### src/rtl/seq_pkg.sv
`default_nettype none
// ============================================================================
//  Module      : seq_pkg
//  Description : Shared state encoding, default widths and ALU opcodes for the
//                ALU/RAM sequencer and the ALU it drives.
//  Revision    : 1.0 - initial release
// ============================================================================
package seq_pkg;

    localparam int c_default_aw  = 8;
    localparam int c_default_dw  = 16;
    localparam int c_default_opw = 5;

    typedef enum logic [2:0] {
        ST_IDLE  = 3'd0,
        ST_READ  = 3'd1,
        ST_WAIT  = 3'd2,
        ST_EXEC  = 3'd3,
        ST_WRITE = 3'd4,
        ST_DONE  = 3'd5
    } seq_state_t;

    // Opcodes understood by the companion ALU
    localparam logic [c_default_opw-1:0] c_alu_add    = 5'd0;
    localparam logic [c_default_opw-1:0] c_alu_sub    = 5'd1;
    localparam logic [c_default_opw-1:0] c_alu_and    = 5'd2;
    localparam logic [c_default_opw-1:0] c_alu_or     = 5'd3;
    localparam logic [c_default_opw-1:0] c_alu_xor    = 5'd4;
    localparam logic [c_default_opw-1:0] c_alu_pass_a = 5'd5;

endpackage
`default_nettype wire

### src/rtl/seq_addr_gen.sv
`default_nettype none
// ============================================================================
//  Module      : seq_addr_gen
//  Description : Pointer / remaining-step tracker for the sequencer; produces
//                ptr, ptr+1, ptr+2 (mod 2^AW) and the last-step flag.
//  Revision    : 1.0 - initial release
// ============================================================================
module seq_addr_gen #(
    parameter int AW = 8
) (
    input  logic          clk,
    input  logic          rst_n,
    input  logic          i_load,
    input  logic [AW-1:0] i_base,
    input  logic [AW-1:0] i_count,
    input  logic          i_step,
    output logic [AW-1:0] o_ptr,
    output logic [AW-1:0] o_ptr_p1,
    output logic [AW-1:0] o_ptr_p2,
    output logic          o_last
);

    localparam logic [AW-1:0] c_one = {{(AW-1){1'b0}}, 1'b1};
    localparam logic [AW-1:0] c_two = c_one + c_one;

    logic [AW-1:0] r_ptr;
    logic [AW-1:0] r_rem;

    always_ff @(posedge clk) begin
        if (!rst_n) begin
            r_ptr <= '0;
            r_rem <= '0;
        end else if (i_load) begin
            r_ptr <= i_base;
            r_rem <= i_count;
        end else if (i_step) begin
            r_ptr <= r_ptr + c_one;
            r_rem <= r_rem - c_one;
        end
    end

    assign o_ptr    = r_ptr;
    assign o_ptr_p1 = r_ptr + c_one;
    assign o_ptr_p2 = r_ptr + c_two;
    // Flag is evaluated before the decrement, so rem==1 means this WRITE is the final one
    assign o_last   = (r_rem == c_one);

endmodule
`default_nettype wire

### src/rtl/alu_ram_sequencer.sv
`default_nettype none
// ============================================================================
//  Module      : alu_ram_sequencer
//  Description : Drives the ALU/dual-port RAM datapath to evaluate
//                mem[p+2] = ALU(mem[p], mem[p+1], op) for count steps.
//                Optional macro SEQ_CYCLE_CNT_EN adds a 16-bit busy-cycle counter.
//  Revision    : 1.0 - initial release
// ============================================================================
module alu_ram_sequencer
    import seq_pkg::*;
#(
    parameter int AW     = c_default_aw,
    parameter int DW     = c_default_dw,
    parameter int OPW    = c_default_opw,
    parameter int RD_LAT = 1
) (
    input  logic           clk,
    input  logic           rst_n,
    input  logic           start,
    input  logic [AW-1:0]  base,
    input  logic [AW-1:0]  count,
    input  logic [OPW-1:0] op,
    output logic           busy,
    output logic           done,
    output logic [AW-1:0]  addra,
    output logic           wea,
    output logic [DW-1:0]  dina,
    input  logic [DW-1:0]  douta,
    output logic [AW-1:0]  addrb,
    input  logic [DW-1:0]  doutb,
    output logic [DW-1:0]  alu_a,
    output logic [DW-1:0]  alu_b,
    output logic [OPW-1:0] alu_op,
    input  logic [DW-1:0]  alu_result
`ifdef SEQ_CYCLE_CNT_EN
    ,
    output logic [15:0]    cycles
`endif
);

    localparam int c_wait_w = (RD_LAT > 1) ? $clog2(RD_LAT) : 1;
    localparam logic [c_wait_w-1:0] c_wait_init = c_wait_w'(RD_LAT - 1);

    seq_state_t          r_state;
    seq_state_t          w_state_next;
    logic [c_wait_w-1:0] r_wait_cnt;
    logic [OPW-1:0]      r_op_lat;
    logic [DW-1:0]       r_alu_a;
    logic [DW-1:0]       r_alu_b;
    logic [OPW-1:0]      r_alu_op;
    logic                r_done;

    logic                w_accept;
    logic                w_load;
    logic                w_step;
    logic [AW-1:0]       w_ptr;
    logic [AW-1:0]       w_ptr_p1;
    logic [AW-1:0]       w_ptr_p2;
    logic                w_last;

    assign w_accept = (r_state == ST_IDLE) && start;
    assign w_load   = w_accept && (count != '0);
    assign w_step   = (r_state == ST_WRITE);

    seq_addr_gen #(
        .AW (AW)
    ) u_addr_gen (
        .clk      (clk),
        .rst_n    (rst_n),
        .i_load   (w_load),
        .i_base   (base),
        .i_count  (count),
        .i_step   (w_step),
        .o_ptr    (w_ptr),
        .o_ptr_p1 (w_ptr_p1),
        .o_ptr_p2 (w_ptr_p2),
        .o_last   (w_last)
    );

    always_ff @(posedge clk) begin
        if (!rst_n) begin
            r_state    <= ST_IDLE;
            r_wait_cnt <= '0;
            r_op_lat   <= '0;
            r_alu_a    <= '0;
            r_alu_b    <= '0;
            r_alu_op   <= '0;
            r_done     <= 1'b0;
        end else begin
            r_state <= w_state_next;
            r_done  <= (r_state == ST_DONE);
            if (w_load) begin
                r_op_lat <= op;
            end
            if (r_state == ST_READ) begin
                r_wait_cnt <= c_wait_init;
            end else if (r_state == ST_WAIT && r_wait_cnt != '0) begin
                r_wait_cnt <= r_wait_cnt - 1'b1;
            end
            if (r_state == ST_EXEC) begin
                r_alu_a  <= douta;
                r_alu_b  <= doutb;
                r_alu_op <= r_op_lat;
            end
        end
    end

    always_comb begin
        w_state_next = r_state;
        case (r_state)
            ST_IDLE: begin
                if (start) begin
                    w_state_next = (count != '0) ? ST_READ : ST_DONE;
                end
            end
            ST_READ:  w_state_next = ST_WAIT;
            ST_WAIT: begin
                if (r_wait_cnt == '0) begin
                    w_state_next = ST_EXEC;
                end
            end
            ST_EXEC:  w_state_next = ST_WRITE;
            ST_WRITE: w_state_next = w_last ? ST_DONE : ST_READ;
            ST_DONE:  w_state_next = ST_IDLE;
            default:  w_state_next = ST_IDLE;
        endcase
    end

    // Read addresses stay up through EXEC so douta/doutb are still valid when captured
    always_comb begin
        addra = '0;
        addrb = '0;
        dina  = '0;
        case (r_state)
            ST_READ, ST_WAIT, ST_EXEC: begin
                addra = w_ptr;
                addrb = w_ptr_p1;
            end
            ST_WRITE: begin
                addra = w_ptr_p2;
                dina  = alu_result;
            end
            default: ;
        endcase
    end

    // Gating with rst_n drops a write whose edge coincides with reset
    assign wea    = (r_state == ST_WRITE) && rst_n;
    assign busy   = (r_state != ST_IDLE);
    assign done   = r_done;
    assign alu_a  = r_alu_a;
    assign alu_b  = r_alu_b;
    assign alu_op = r_alu_op;

`ifdef SEQ_CYCLE_CNT_EN
    logic [15:0] r_cycles;

    always_ff @(posedge clk) begin
        if (!rst_n) begin
            r_cycles <= '0;
        end else if (w_accept) begin
            r_cycles <= '0;
        end else if (busy && r_cycles != 16'hFFFF) begin
            r_cycles <= r_cycles + 16'd1;
        end
    end

    assign cycles = r_cycles;
`endif

endmodule
`default_nettype wire

### config.mk
export PLATFORM = sky130hd
export DESIGN_NAME = alu_ram_sequencer
export DESIGN_NICKNAME = d
export VERILOG_FILES = /design/src/rtl/seq_pkg.sv /design/src/rtl/seq_addr_gen.sv /design/src/rtl/alu_ram_sequencer.sv
export SDC_FILE = /design/constraint.sdc
export NUM_CORES = 1
export LEC_CHECK = 0
export BUFFER_PORTS_ARGS = -buffer_cell sky130_fd_sc_hd__buf_2
export CORE_MARGIN = 1.5
export CORE_UTILIZATION = 50
export DETAILED_ROUTE_END_ITERATION = 12
export PLACE_DENSITY_LB_ADDON = 0.12
export SYNTH_ARGS = -nofsm -noshare
export SYNTH_HDL_FRONTEND = slang
export SYNTH_SLANG_ARGS = --single-unit
### constraint.sdc
create_clock -name clk -period 2.54 [get_ports clk]
set_input_delay 0.508 -clock clk [delete_from_list [all_inputs] [get_ports clk]]
set_output_delay 0.508 -clock clk [all_outputs]
set_load 0.005 [all_outputs]
==> flow_summary.json, run 1 <==
{
  "vias": 3141,
  "yosysTopAreaCellShare_pct": 42.39,
  "setup_ws_ns": 0.1582,
  "ff_latch_area_um2": 1261,
  "synth_top_family_by_area": "simple AND/OR/NAND/NOR gates",
  "place_ws_ns": 0.4496,
  "cp-start-kind": "register",
  "clk_pin_slew_ns": 0.07,
  "p_per_area_nw_per_um2": 826.7,
  "grt_antenna_before_repair": 0,
  "post_drt_wl_per_cell_um": 13.26,
  "gp_congestion": 0.8492,
  "synth.mux.area_fraction_pct": 0.3364,
  "end_kind": "output pin",
  "first_iter_violations": 215,
  "placed_cells": 580,
  "ys_seq_area_share_pct": 42.39,
  "grt_overflow_total": 0,
  "synth_top_area_cell": "dfxtp_1",
  "die_w_um": 80.14,
  "ir_drop_mv": 0.4990,
  "cts_max_level": 3,
  "ios": 144,
  "grt_pass1_wl_um": 12500,
  "final_cells": 597,
  "dpl_cell_area_um2": 3696,
  "synth_cell_type_count": 43,
  "synth_area_leaders": "dfxtp_1 (42%), nand2_1 (12%), a21oi_1 (10%)",
  "fin_crit_sh_pct": 93.77,
  "clk-insertion-delay-late_ns": 0.33,
  "dp_hpwl_um": 5447,
  "synth-compound-area-share_pct": 19.51,
  "worst_pin_slew_ns": 0.7239,
  "dr.pass1.iters": 5,
  "worst_ep_required_time_ns": 2.03,
  "synth_fa_ha_area_share_pct": 1.682,
  "io_buffers": 143,
  "clock.fmax_mhz": 419.9,
  "synth.avg_cell_area_um2": 7.728,
  "die_area_um2": 6422,
  "utilization_pct": 69.88,
  "area_growth_pct": 31.71,
  "drive_gt1_share_pct": 34.48,
  "final_cell_mix": "buf_2 (143), nand2_1 (99), dfxtp_1 (63)",
  "finalSetupViolCount": 0,
  "timing_worst_setup_path_type": "register to output pin",
  "period_needed_ns": 2.382,
  "relSlewSlack_pct": 51.74,
  "synth_edf_count": 0,
  "die_h_um": 80.14,
  "ys_ff_latch": 63,
  "synth_area_um2": 2975,
  "cts_tree": "yes",
  "synth_cells": 385,
  "synthXorXnorAreaFrac_pct": 2.061,
  "finalWirelength_um": 7918,
  "synthArstFlopShare_pct": 0,
  "nNetsFinal": 596,
  "rsz0062_at_grt": "no",
  "grt_usage_pct": 24.78,
  "multi_input_area_um2": 1545,
  "syn_nets": 461,
  "synth_simple_gate_area_share_pct": 28.17,
  "finalHoldViolCount": 0,
  "hold_path.class": "primary input to register",
  "fin_skew_ns": 0.006571,
  "grt_pass1_vias": 2887,
  "grt_max_degree": 58,
  "maxCapViolCount": 0,
  "worstPathArrival_ns": 1.87,
  "synth_warnings": 0,
  "num-fill-cells": 512,
  "synthFlopType": "dfxtp_1",
  "drc_errors": 0,
  "clockBufferDepth": 2,
  "clockRootBuffer": "clkbuf_8",
  "diodes": 0,
  "status": "complete, no violations",
  "tns_ns": 0,
  "viasPerCell": 5.261,
  "cts_sinks": 63,
  "num_rows": 27,
  "final-max-slew-violation-count": 0,
  "power.leakage_uw": 0.001770,
  "layout_commonest_cell": "buf_2",
  "cp_max_fo": 7,
  "fp.coreArea_um2": 5608,
  "start_util_pct": 53.06,
  "cts_buffers": 9,
  "final_cell_area_um2": 3919,
  "ant_nets": 0
}
## synthesized netlist by cell type (all sizes together) (4+ instances only)
| cell type | n |
|---|---|
| nand2 | 99 |
| dfxtp | 63 |
| a21oi | 62 |
| and2 | 19 |
| nor2 | 19 |
| clkbuf | 17 |
| buf | 12 |
| nand3 | 12 |
| o21ai | 9 |
| nor3 | 7 |
| a31oi | 6 |
| inv | 5 |
| ha | 4 |
| nand4 | 4 |
| or2 | 4 |
| or3 | 4 |
| xor2 | 4 |
## flip-flops by register name (all words and copies together) (netlist names)
signal / flops
alu_a: 16
alu_b: 16
alu_op: 5
done: 1
r_op_lat: 5
r_state: 3
r_wait_cnt: 1
u_addr_gen.o_ptr: 8
u_addr_gen.r_rem: 8
## report_power, final
group          leakage (uW)  internal (uW)  switching, uW
clock network      0.000102            549            383
registers          0.000512           1130            163
logic               0.00116            426            587
## layer usage
layer  track usage [%]  wire length (um)
met3             4.886               469
met2             42.02              3910
met1             30.21              3413
met4             11.03               124
met5                 0                 0
## cells by family (layout without fill, tap and decap cells)
group / after synthesis / after routing
and+or+nand+nor: 179 / 179
AOI/OAI and AO/OA: 97 / 97
DFF: 63 / 63
buffers and inverters: 34 / 174
xor gates and xnor gates: 7 / 7
adders and majority gates: 4 / 4
muxes: 1 / 1
## worst max-delay path, cell delays in order, from the launching register on
cell     delay (ns)
dfxtp_1        0.45
ha_2           0.27
nand4_1        0.17
or3_1          0.38
a21oi_1        0.15
buf_2          0.13
## cell type report
type	count	area share, %
clock buffers	10	3.257
clock inverters	6	2.171
inverters	5	0.4789
multi-input cells	288	39.43
flip-flops and latches	63	32.18
well taps	72	2.299
repair buffers	153	20.18
## stage by stage
step	total power, uW	hold WS, ns
after floorplan	2020	0.4250
after global placement	2294	0.4315
after detailed placement	2317	0.4430
after CTS	3252	0.3939
after global routing	3443	0.4040
final	3239	0.4061
## final timing paths
check                           slack (ns)                                to  cells past startpoint                             start
worst max-delay path                  0.16                          addra[7]                      5  u_addr_gen.o_ptr[2]$_SDFFE_PN0P_
worst min-delay path                  0.41            alu_b[12]$_SDFFE_PN0N_                      3                         doutb[12]
worst max register to register        0.60  u_addr_gen.o_ptr[7]$_SDFFE_PN0P_                      5           r_state[1]$_SDFFE_PN0P_
worst min register to register        0.45            alu_op[3]$_SDFFE_PN0N_                      2          r_op_lat[3]$_SDFFE_PN0P_
## what timing repair did
action                     in CTS  in global routing
gates resized for setup         0                  1
setup endpoints to repair       0                  2
hold buffers                    0                  0
setup buffers                   0                  1
Power figures use the tool's default switching activity.
==> inputs of run 2 (changes only) <==
--- a/config.mk
+++ b/config.mk
@@ -5,10 +5,11 @@
 export SDC_FILE = /design/constraint.sdc
 export NUM_CORES = 1
 export LEC_CHECK = 0
-export BUFFER_PORTS_ARGS = -buffer_cell sky130_fd_sc_hd__buf_2
 export CORE_MARGIN = 1.5
-export CORE_UTILIZATION = 50
+export CORE_UTILIZATION = 65
 export DETAILED_ROUTE_END_ITERATION = 12
+export DONT_BUFFER_PORTS = 1
+export GPL_TIMING_DRIVEN = 0
 export PLACE_DENSITY_LB_ADDON = 0.12
 export SYNTH_ARGS = -nofsm -noshare
 export SYNTH_HDL_FRONTEND = slang
==> flow_summary.json, run 2 (synthesized netlist as in run 1, its figures left out) <==
{
  "status": "complete, no violations",
  "start_util_pct": 67.87,
  "post_cts_buffers": 0,
  "worstPathArrival_ns": 1.92,
  "die_area_um2": 4992,
  "fp.coreArea_um2": 4384,
  "clockRootBuffer": "clkbuf_8",
  "end_kind": "output pin",
  "dr.pass1.iters": 4,
  "cp-start-kind": "register",
  "grt_usage_pct": 28.54,
  "num_rows": 24,
  "cts_tree": "yes",
  "period_needed_ns": 2.429,
  "multi_input_area_um2": 1546,
  "finalHoldViolCount": 0,
  "power.leakage_uw": 0.001150,
  "final_cell_mix": "nand2_1 (99), dfxtp_1 (63), a21oi_1 (62)",
  "cts_sinks": 63,
  "utilization_pct": 74.83,
  "ios": 144,
  "rsz0062_at_grt": "no",
  "die_w_um": 70.66,
  "num-fill-cells": 361,
  "final-max-slew-violation-count": 0,
  "worst_ep_required_time_ns": 2.03,
  "die_h_um": 70.66,
  "grt_antenna_before_repair": 0,
  "tns_ns": 0,
  "fin_skew_ns": 0.008936,
  "p_per_area_nw_per_um2": 997.7,
  "finalSetupViolCount": 0,
  "hold_path.class": "primary input to register",
  "fin_crit_sh_pct": 95.63,
  "ant_nets": 0,
  "gp_congestion": 0.8535,
  "post_drt_wl_per_cell_um": 15.83,
  "area_growth_pct": 10.26,
  "drive_gt1_share_pct": 9.524,
  "grt_overflow_total": 0,
  "maxCapViolCount": 0,
  "grt_max_degree": 11,
  "cts_max_level": 3,
  "finalWirelength_um": 7140,
  "nNetsFinal": 472,
  "io_buffers": 0,
  "first_iter_violations": 181,
  "dp_hpwl_um": 5170,
  "ff_latch_area_um2": 1261,
  "cts_buffers": 9,
  "timing_worst_setup_path_type": "register to output pin",
  "relSlewSlack_pct": 55.90,
  "layout_commonest_cell": "nand2_1",
  "drc_errors": 0,
  "ir_drop_mv": 0.5870,
  "cp_max_fo": 7,
  "clk_pin_slew_ns": 0.07,
  "clockBufferDepth": 2,
  "diodes": 0,
  "grt_pass1_wl_um": 11310,
  "clock.fmax_mhz": 411.7,
  "viasPerCell": 6.049,
  "clk-insertion-delay-late_ns": 0.33,
  "worst_pin_slew_ns": 0.6590,
  "grt_pass1_vias": 2516,
  "vias": 2728
}
[run 2: changes by cell type in the layout (fill, tap and decap cells not counted), sizes merged]
cell      delta
clkbuf      +17
clkinvlp     -2
bufinv       +1
clkinv       -2
buf        -141
inv          +1
[run 2: final timing paths]
path	start	slack, ns	depth (start not counted)	end
max	u_addr_gen.o_ptr[2]$_SDFFE_PN0P_	0.11	4	addrb[7]
min	op[2]	0.30	2	r_op_lat[2]$_SDFFE_PN0P_
max reg2reg	r_state[0]$_SDFFE_PN0P_	0.74	6	u_addr_gen.r_rem[2]$_SDFFE_PN0P_
min reg2reg	r_op_lat[0]$_SDFFE_PN0P_	0.45	2	alu_op[0]$_SDFFE_PN0N_
[run 2: routing by layer]
| layer | track usage [%] | vias up | share of wire (%) |
|---|---|---|---|
| met5 | 0 | - | 0 |
| met4 | 9.015 | 0 | 0.94 |
| met3 | 9.544 | 9 | 9.0 |
| met2 | 50.10 | 127 | 49 |
| met1 | 32.97 | 1258 | 41 |
| li1 | - | 1334 | - |
[run 2: repair_timing]
action | 4_1_cts | 5_1_grt
hold buffers | 0 | 0
resized for setup | 0 | 3
endpoints found under the setup margin | 0 | 9
[run 2: area by class of cell]
class / count / area share, %
multi-input combinational: 288 / 47.14
sequential: 63 / 38.44
buffer: 29 / 4.767
clock buffer: 10 / 4.195
clock inverter: 4 / 2.899
tap: 52 / 1.983
inverter: 5 / 0.5721
[run 2: worst max-delay path, stage by stage (launching register included)]
cell and delay, ns:
dfxtp_1 0.44, ha_1 0.28, nand4_1 0.28, or3_1 0.39, a21oi_1 0.19
[run 2: per-stage QoR]
| stage | setup WS (ns) | hold slack, ns | power, uW | cell area (um2) | instances |
|---|---|---|---|---|---|
| after floorplan | 0.6745 | 0.4250 | 2020 | 2975 | 385 |
| after global placement | 0.4656 | 0.4282 | 2204 | 3040 | 437 |
| after detailed placement | 0.4655 | 0.4469 | 2231 | 3040 | 437 |
| after CTS | 0.07793 | 0.2918 | 3268 | 3273 | 451 |
| after global routing | 0.03022 | 0.2933 | 3446 | 3281 | 451 |
| final | 0.1110 | 0.2983 | 3273 | 3281 | 451 |
[run 2: report_power, final]
group	switching (uW)	total [uW]	leakage (uW)	internal, uW
Clock	368	1030	0.000118	666
Sequential	120	1250	0.000512	1130
Combinational	619	986	0.000520	367
